===== config.mk =====
export PLATFORM = sky130hd
export DESIGN_NAME = uart_keypad_rx
export DESIGN_NICKNAME = d
export VERILOG_FILES = /design/src/rtl/keypad_pkg.sv /design/src/rtl/rx_sync.sv /design/src/rtl/uart_keypad_rx.sv
export SDC_FILE = /design/constraint.sdc
export NUM_CORES = 1
export LEC_CHECK = 0
export ABC_AREA = 1
export BUFFER_PORTS_ARGS = -buffer_cell sky130_fd_sc_hd__buf_2
export CAP_MARGIN = 30
export CORE_MARGIN = 8
export CORE_UTILIZATION = 49
export CTS_CLUSTER_DIAMETER = 30
export DETAILED_ROUTE_END_ITERATION = 8
export GPL_TIMING_DRIVEN = 0
export PLACE_DENSITY = 0.69
export SLEW_MARGIN = 30
export SYNTH_ARGS = -nofsm -noshare
export SYNTH_HDL_FRONTEND = slang
export SYNTH_SLANG_ARGS = --single-unit

===== constraint.sdc =====
create_clock -name clk -period 1.75 [get_ports clk]
set_clock_uncertainty 0.2 [all_clocks]
set_input_delay 0.2625 -clock clk [delete_from_list [all_inputs] [get_ports clk]]
set_output_delay 0.2625 -clock clk [all_outputs]
set_load 0.02 [all_outputs]

===== src/rtl/keypad_pkg.sv =====
// Shared types and key codes for the keypad UART receiver and keyboard_driver.
// KEYPAD_FILTER_EN (in uart_keypad_rx) restricts commits to the KEY_MIN..KEY_MAX range.
package keypad_pkg;

    typedef enum logic [2:0] {
        S_IDLE      = 3'd0,
        S_START     = 3'd1,
        S_DATA      = 3'd2,
        S_STOP      = 3'd3,
        S_WAIT_IDLE = 3'd4
    } rx_state_e;

    localparam logic [7:0] KEY_1 = 8'h31;
    localparam logic [7:0] KEY_2 = 8'h32;
    localparam logic [7:0] KEY_3 = 8'h33;
    localparam logic [7:0] KEY_4 = 8'h34;
    localparam logic [7:0] KEY_5 = 8'h35;
    localparam logic [7:0] KEY_6 = 8'h36;
    localparam logic [7:0] KEY_7 = 8'h37;
    localparam logic [7:0] KEY_8 = 8'h38;
    localparam logic [7:0] KEY_9 = 8'h39;

    localparam logic [7:0] KEY_MIN = KEY_1;
    localparam logic [7:0] KEY_MAX = KEY_9;

    function automatic logic is_key(input logic [7:0] b);
        return (b >= KEY_MIN) && (b <= KEY_MAX);
    endfunction

endpackage


===== src/rtl/rx_sync.sv =====
// Two-flop synchronizer for asynchronous inputs; both flops reset to 1 (idle line level).
module rx_sync (
    input  logic clk,
    input  logic rst_n,
    input  logic d,
    output logic q
);

    logic meta;

    always_ff @(posedge clk or negedge rst_n) begin
        if (!rst_n) begin
            meta <= 1'b1;
            q    <= 1'b1;
        end else begin
            meta <= d;
            q    <= meta;
        end
    end

endmodule


===== src/rtl/uart_keypad_rx.sv =====
// 8N1 UART receiver holding the last accepted byte on word_out for keyboard_driver.
// Define KEYPAD_FILTER_EN to commit only ASCII '1'..'9'.
module uart_keypad_rx
    import keypad_pkg::*;
#(
    parameter int CLK_FREQ = 100_000_000,
    parameter int BAUD     = 9600
) (
    input  logic       clk,
    input  logic       rst,
    input  logic       rx,
    output logic [7:0] word_out,
    output logic       word_valid,
    output logic       frame_err
);

    localparam int CLKS_PER_BIT = CLK_FREQ / BAUD;
    localparam int CW           = $clog2(CLKS_PER_BIT);
    localparam logic [CW-1:0] HALF_M1 = CW'(CLKS_PER_BIT / 2 - 1);
    localparam logic [CW-1:0] FULL_M1 = CW'(CLKS_PER_BIT - 1);

    rx_state_e     state, next_state;
    logic [CW-1:0] baud_cnt;
    logic [2:0]    bit_idx;
    logic [7:0]    shreg;
    logic          rx_s;
    logic          sample, shift_en, commit, ferr_set, accept;

    rx_sync u_sync (
        .clk   (clk),
        .rst_n (rst),
        .d     (rx),
        .q     (rx_s)
    );

`ifdef KEYPAD_FILTER_EN
    assign accept = is_key(shreg);
`else
    assign accept = 1'b1;
`endif

    always_ff @(posedge clk or negedge rst) begin
        if (!rst) state <= S_IDLE;
        else      state <= next_state;
    end

    always_comb begin
        next_state = state;
        case (state)
            S_IDLE:      if (!rx_s) next_state = S_START;
            S_START:     if (sample) next_state = rx_s ? S_IDLE : S_DATA;
            S_DATA:      if (sample && bit_idx == 3'd7) next_state = S_STOP;
            S_STOP:      if (sample) next_state = rx_s ? S_IDLE : S_WAIT_IDLE;
            S_WAIT_IDLE: if (rx_s) next_state = S_IDLE;
            default:     next_state = S_IDLE;
        endcase
    end

    // Start is sampled at mid-bit so every later full-period sample lands mid-bit too.
    always_comb begin
        sample   = 1'b0;
        shift_en = 1'b0;
        commit   = 1'b0;
        ferr_set = 1'b0;
        case (state)
            S_START: sample = (baud_cnt == HALF_M1);
            S_DATA: begin
                sample   = (baud_cnt == FULL_M1);
                shift_en = sample;
            end
            S_STOP: begin
                sample   = (baud_cnt == FULL_M1);
                commit   = sample && rx_s && accept;
                ferr_set = sample && !rx_s;
            end
            default: ;
        endcase
    end

    always_ff @(posedge clk or negedge rst) begin
        if (!rst) begin
            baud_cnt <= '0;
            bit_idx  <= 3'd0;
            shreg    <= 8'h00;
        end else begin
            if ((state == S_START || state == S_DATA || state == S_STOP) && !sample)
                baud_cnt <= baud_cnt + 1'b1;
            else
                baud_cnt <= '0;
            if (shift_en) begin
                shreg   <= {rx_s, shreg[7:1]};
                bit_idx <= bit_idx + 3'd1;
            end
        end
    end

    // word_out only loads on commit, so shift-register contents never leak downstream.
    always_ff @(posedge clk or negedge rst) begin
        if (!rst) begin
            word_out   <= 8'h00;
            word_valid <= 1'b0;
            frame_err  <= 1'b0;
        end else begin
            word_valid <= commit;
            frame_err  <= ferr_set;
            if (commit) word_out <= shreg;
        end
    end

endmodule


## Yosys cells after proc, flatten, opt, wreduce, memory -nomap -nowiden

Cells that the tools add are included.

| storage, ports and cells | value |
|---|---|
| register bits after elaboration | 40 |
| input port bits | 3 |
| output and inout port bits | 10 |
| logic and storage cells | 47 |

| cells by class | value |
|---|---|
| add/subtract/negate cells | 2 |
| equality and inequality tests | 12 |
| muxes and demuxes | 13 |
| reduce and logical (&&, ||, !) cells | 11 |

Operators by type and width:

| kind | count |
|---|---|
| two-way mux 3 bit | 6 |
| one-hot mux 3 bit (5 select lines) | 1 |
| adder 14 x 1 -> 14 bit (second input constant) | 1 |
| == test 14 x 13 -> 1 bit (second input constant) | 1 |
| == test 14 bit (second input constant) | 1 |
| two-way mux 14 bit | 1 |
| != test 2 bit (second input constant) | 4 |
| == test 3 x 2 -> 1 bit (second input constant) | 2 |
| == test 3 bit (second input constant) | 2 |
| AND reduction 5 bit | 1 |
| logical AND 1 bit | 4 |
| adder 3 x 1 -> 3 bit (second input constant) | 1 |
| == test 3 x 1 -> 1 bit (second input constant) | 1 |
| logical NOT 3 bit | 1 |
| two-way mux 1 bit | 3 |
| logical NOT 1 bit | 2 |
| logical OR 1 bit | 2 |
| two-way mux 2 bit | 1 |
| != test 2 x 1 -> 1 bit (second input constant) | 1 |
| one-hot mux 1 bit (2 select lines) | 1 |
| OR reduction 2 bit | 1 |

## Depth between registers and ports, before layout

| depth | value |
|---|---|
| depth in word-level cells | 6 |
| depth in mapped cells | 11 |
| gate-level depth less buffers | 11 |

## Modules after synthesis

A second synthesis with hierarchy kept.

| second synthesis, totals | value |
|---|---|
| cell total of the unflattened synthesis | 242 |
| area, all modules | 1,993.2 um^2 |

Modules (own cells, without submodules):

| module | times used | cells an instance | area each (um^2) | sequential area each (um^2) |
|---|---|---|---|---|
| uart_keypad_rx | 1 | 240 | 1,940.6 | 950.9 |
| rx_sync | 1 | 2 | 52.6 | 52.6 |

## Worst setup path before layout

Ideal clock, no wire load.

| timing | value |
|---|---|
| path type | register -> register |
| start point | register baud_cnt[0] |
| end point | register word_out[6] |
| setup time | 118 ps |
| arrival | 1,328 ps |
| data required time | 1,432 ps |
| setup slack | 104 ps |
| stages on the path, launching flop included | 8 |
| path buffers | 1 |
| clock period less this slack | 1,646 ps |
| cells stage by stage | dfrtp_1 > ha_1 > nand3_2 > nor2_2 > nand4_2 > buf_6 > nand2_1 > o21ai_2 |

| between the ends | value |
|---|---|
| word-level cells in the longest chain between the ends | 3 |

Ends and longest elaborated chain:

| item | RTL line | source |
|---|---|---|
| from (decl) | uart_keypad_rx.sv:23 | `logic [CW-1:0] baud_cnt;` |
| from (signal assigned) | uart_keypad_rx.sv:87 | `baud_cnt <= baud_cnt + 1'b1;` |
| == test 14 bit | uart_keypad_rx.sv:72 | `sample = (baud_cnt == FULL_M1);` |
| logical AND 1 bit | uart_keypad_rx.sv:73 | `commit = sample && rx_s && accept;` |
| two-way mux 1 bit | uart_keypad_rx.sv:65 | `case (state)` |
| to (signal assigned) | uart_keypad_rx.sv:106 | `if (commit) word_out <= shreg;` |
| to (decl) | uart_keypad_rx.sv:12 | `output logic [7:0] word_out,` |

Every way passes these cells.
A chain may end at the register's enable or synchronous reset.

## Worst setup path after layout

| timing | value |
|---|---|
| start point | register baud_cnt[9] |
| end point | register bit_idx[2] |

| between the ends | value |
|---|---|
| word-level cells in the longest chain between the ends | 2 |

Ends and longest elaborated chain:

| item | RTL line | source |
|---|---|---|
| == test 14 bit | uart_keypad_rx.sv:68 | `sample = (baud_cnt == FULL_M1);` |
| two-way mux 1 bit | uart_keypad_rx.sv:65 |  |
| to (signal assigned) | uart_keypad_rx.sv:92 | `bit_idx <= bit_idx + 3'd1;` |
| to (decl) | uart_keypad_rx.sv:24 | `logic [2:0] bit_idx;` |

Every way passes these cells.

==> run_results.csv <==
group,metric,value,unit
yosys,syn_avg_cell_area,8.98,um^2
worst_setup_path,crit_path_end_kind,"flop",
worst_setup_path,critPathKind,"reg -> reg",
yosys,syn-num-nets,227,
placed_design,io_buffers,12,
worst_setup_path,reg2reg_to,"bit_idx[2]$_DFFE_PN0P_",
yosys,synth_edf_count,0,
worst_setup_path,crit_path_max_fanout,10,
yosys,seq_area_frac_synth,0.506,
worst_setup_path,reg2reg_from,"baud_cnt[9]$_DFF_PN0_",
min_path,hold_path.class,"reg -> reg",
worst_setup_path,path_cells,"nor2_4 -> nand4_2 -> nor3_4 -> nand2_4 -> buf_6 -> nand2_1 -> nand2_1",
yosys,synthArstFlopShare,1.00,
placed_design,pre_cts_ws,-0.127,ns
worst_setup_path,reg2reg_depth,7,
yosys,muxShareOfSynthArea,0,
sta,slew_viol_final,0,
floorplanning,io_pins,13,
outcome,outcome,"completed",
routing,wire_per_inst,12.1,um
finish,fin_cells,302,
placed_design,dp_cells,283,
sta,slew_headroom,0.666,
routing,route.detailed.drc,0,
yosys,syn_inst,221,
sta,rsz0062_at_grt,"true",
global_route,grtUsageTotal,0.126,
global_route,grt_antenna_before_repair,0,
yosys,synth_common_cells,"nand2_1 (49), dfrtp_1 (38), inv_1 (27)",
worst_setup_path,crit_top_cell,"nand2_1",
run,drv_cap,0,
clocking,path_clk_slew,0.08,ns
finish,nNetsFinal,257,
floorplanning,core_area,3940,um^2
worst_setup_path,max_stage_delay,0.46,ns
pwr,vdd_drop_max,0.393,mV
floorplanning,fp.dieH,79.6,um
global_route,gr-total-overflow,0,
worst_setup_path,rrSetupSlack,0.06,ns
yosys,synth_top_area_frac,0.479,
sta,hold_viol_final,0,
placed_design,hpwl,2.53,mm
clocking,cts_root_buf,"clkbuf_8",
placed_design,placed_cell_area,2110,um^2
yosys,ys.warnings.count,0,
yosys,synth_top_family_by_area,"simple AND/OR/NAND/NOR gates",
clocking,cts_sinks,40,
finish,area_growth,20.4,%
yosys,synth_ff_type,"dfrtp_1",
yosys,yosys.area_share.simple,0.306,
clocking,cts_buffers,5,
sta,tightest_slew,0.501,ns
clocking,htreeDepth,2,
yosys,yosysMostFrequentCell,"nand2_1",
yosys,synthAdderAreaFrac,0.0189,
yosys,synth_seq_cells,40,
clocking,tritoncts,"built",
global_route,first_global_vias,1426,
finish,drive_gt1_frac,0.313,
worst_setup_path,crit_arrival,1.68,ns
routing,drt-total-wl,3.66,mm
routing,dr_total_vias,1534,
worst_setup_path,cp-start-kind,"flop",
worst_setup_path,cp.required,1.75,ns
finish,final_util,0.606,
routing,drt-pass1-iter-count,4,
pwr,p_total,0.00160,W
clocking,cts_buffer_depth,2,
pwr,p_leak,1.19,nW
floorplanning,rows,23,
sta,period_needed,1.69,ns
sta,max_freq,592,MHz
clocking,clock_latency,0.30,ns
worst_setup_path,crit_slowest_cell,"dfrtp_2",
min_path,min_to,"u_sync.q$_DFF_PN1_",
placed_design,gp_congestion,0.827,
routing,via_per_inst,5.08,
floorplanning,fp.dieArea,6340,um^2
finish,stdcell_area,2390,um^2
routing,drtIter0Drc,56,
sta,fin_crit_sh,0.966,
yosys,yosysTopAreaCell,"dfrtp_1",
sta,setup_viol,0,
finish,num_antenna_cells,0,
floorplanning,die_w,79.6,um
yosys,syn_area,1980,um^2
min_path,hold_path_depth,0,
global_route,grt_max_degree,41,
yosys,synth.area.top_cells,"dfrtp_1 (48%), nand2_1 (9.3%), o21ai_2 (6.6%)",
yosys,synth_cell_types,28,
min_path,hold_start,"u_sync.meta$_DFF_PN1_",
routing,route.antenna.remaining_nets,0,
floorplanning,start_util,0.503,
sta,final.setup.worst_slack,0.0601,ns
yosys,synth_compound_area_frac,0.0763,
pwr,powerDensity,672,nW/um^2
global_route,grt_pass1_wl,6.42,mm
yosys,synth-xor-area-share,0.0132,
## how the worst max path moves through the flow
stage                               start                 endpoint  cells after the start
floorplan           baud_cnt[0]$_DFF_PN0_  word_out[6]$_DFFE_PN0P_                      7
global placement    baud_cnt[0]$_DFF_PN0_  word_out[6]$_DFFE_PN0P_                      7
detailed placement  baud_cnt[0]$_DFF_PN0_  word_out[6]$_DFFE_PN0P_                      7
CTS                 baud_cnt[0]$_DFF_PN0_   bit_idx[1]$_DFFE_PN0P_                      7
global route        baud_cnt[1]$_DFF_PN0_   baud_cnt[10]$_DFF_PN0_                     11
finish              baud_cnt[9]$_DFF_PN0_   bit_idx[2]$_DFFE_PN0P_                      7
## what timing repair did
action	CTS	global route
pin swaps	2	6
buffers inserted	0	8
hold endpoints to repair	39	0
endpoints found under the setup margin	30	25
gates cloned	0	1
hold buffers	2	0
gates resized for setup	5	13
## cell usage in the layout, fill, tap and decap left out, drive strengths merged
cell and n:
nand3b 1, nand3 16, nand2 50, nand4 9, buf 24, nor3b 2
o21ai 15, dfrtp 38, or2 1, nor3 12, inv 31, nor2 29
a21oi 4, xor2 2, and3 2, ha 3, dlygate4sd3 2, xnor2 1
clkbuf 6, clkinvlp 2, dfstp 2
## report_power, final
group	switching [W]	internal, W
registers	0.00000218	0.000928
logic	0.0000192	0.00000617
clock network	0.000330	0.000319
total	0.000352	0.00125
## per-stage QoR
step	hold slack, ns	setup TNS [ns]
2_1_floorplan	-0.233	0
3_3_place_gp	0.145	-1.00
3_5_place_dp	0.147	-1.30
4_1_cts	0.159	0
5_1_grt	0.161	-0.112
6_report	0.158	0
## per-layer routing
metal / vias up / global-route usage / share of wire
met3: 6 / 0.0428 / 0.054
met4: 0 / 0.0556 / 0.016
li1: 771 / - / -
met5: - / 0 / 0
met1: 728 / 0.163 / 0.49
met2: 29 / 0.187 / 0.44
## flip-flops by register name (all words and copies together), names as in the netlist
signal and cells:
u_sync.meta 1, word_out 8, frame_err 1, state 3, shreg 8, bit_idx 3, word_valid 1, baud_cnt 14
u_sync.q 1
## cell families (layout without fill, tap and decap cells)
kind of cell / after synthesis / after routing
and+or+nand+nor: 121 / 122
xor gates and xnor gates: 3 / 3
adders and majority gates: 3 / 3
AOI/OAI and AO/OA: 19 / 19
buffers and inverters: 35 / 65
DFF: 40 / 40
## final cells by class
cell class | instances | area (um^2)
clock inverters | 2 | 15.0
multi-input cells | 147 | 907
clock buffers | 6 | 82.6
well taps | 50 | 62.6
fillers | 343 | 1550
repair buffers | 22 | 155
inverters | 31 | 119
flip-flops and latches | 40 | 1010
plain buffers | 4 | 41.3
## worst max-delay path: cells and delay by family (launching register included)
kind                   cells  cell delay (ns)
AND/OR/NAND/NOR            6             0.77
buffers and inverters      1             0.16
flip-flops                 1             0.46
No activity file was read; power rests on OpenSTA's default activity.
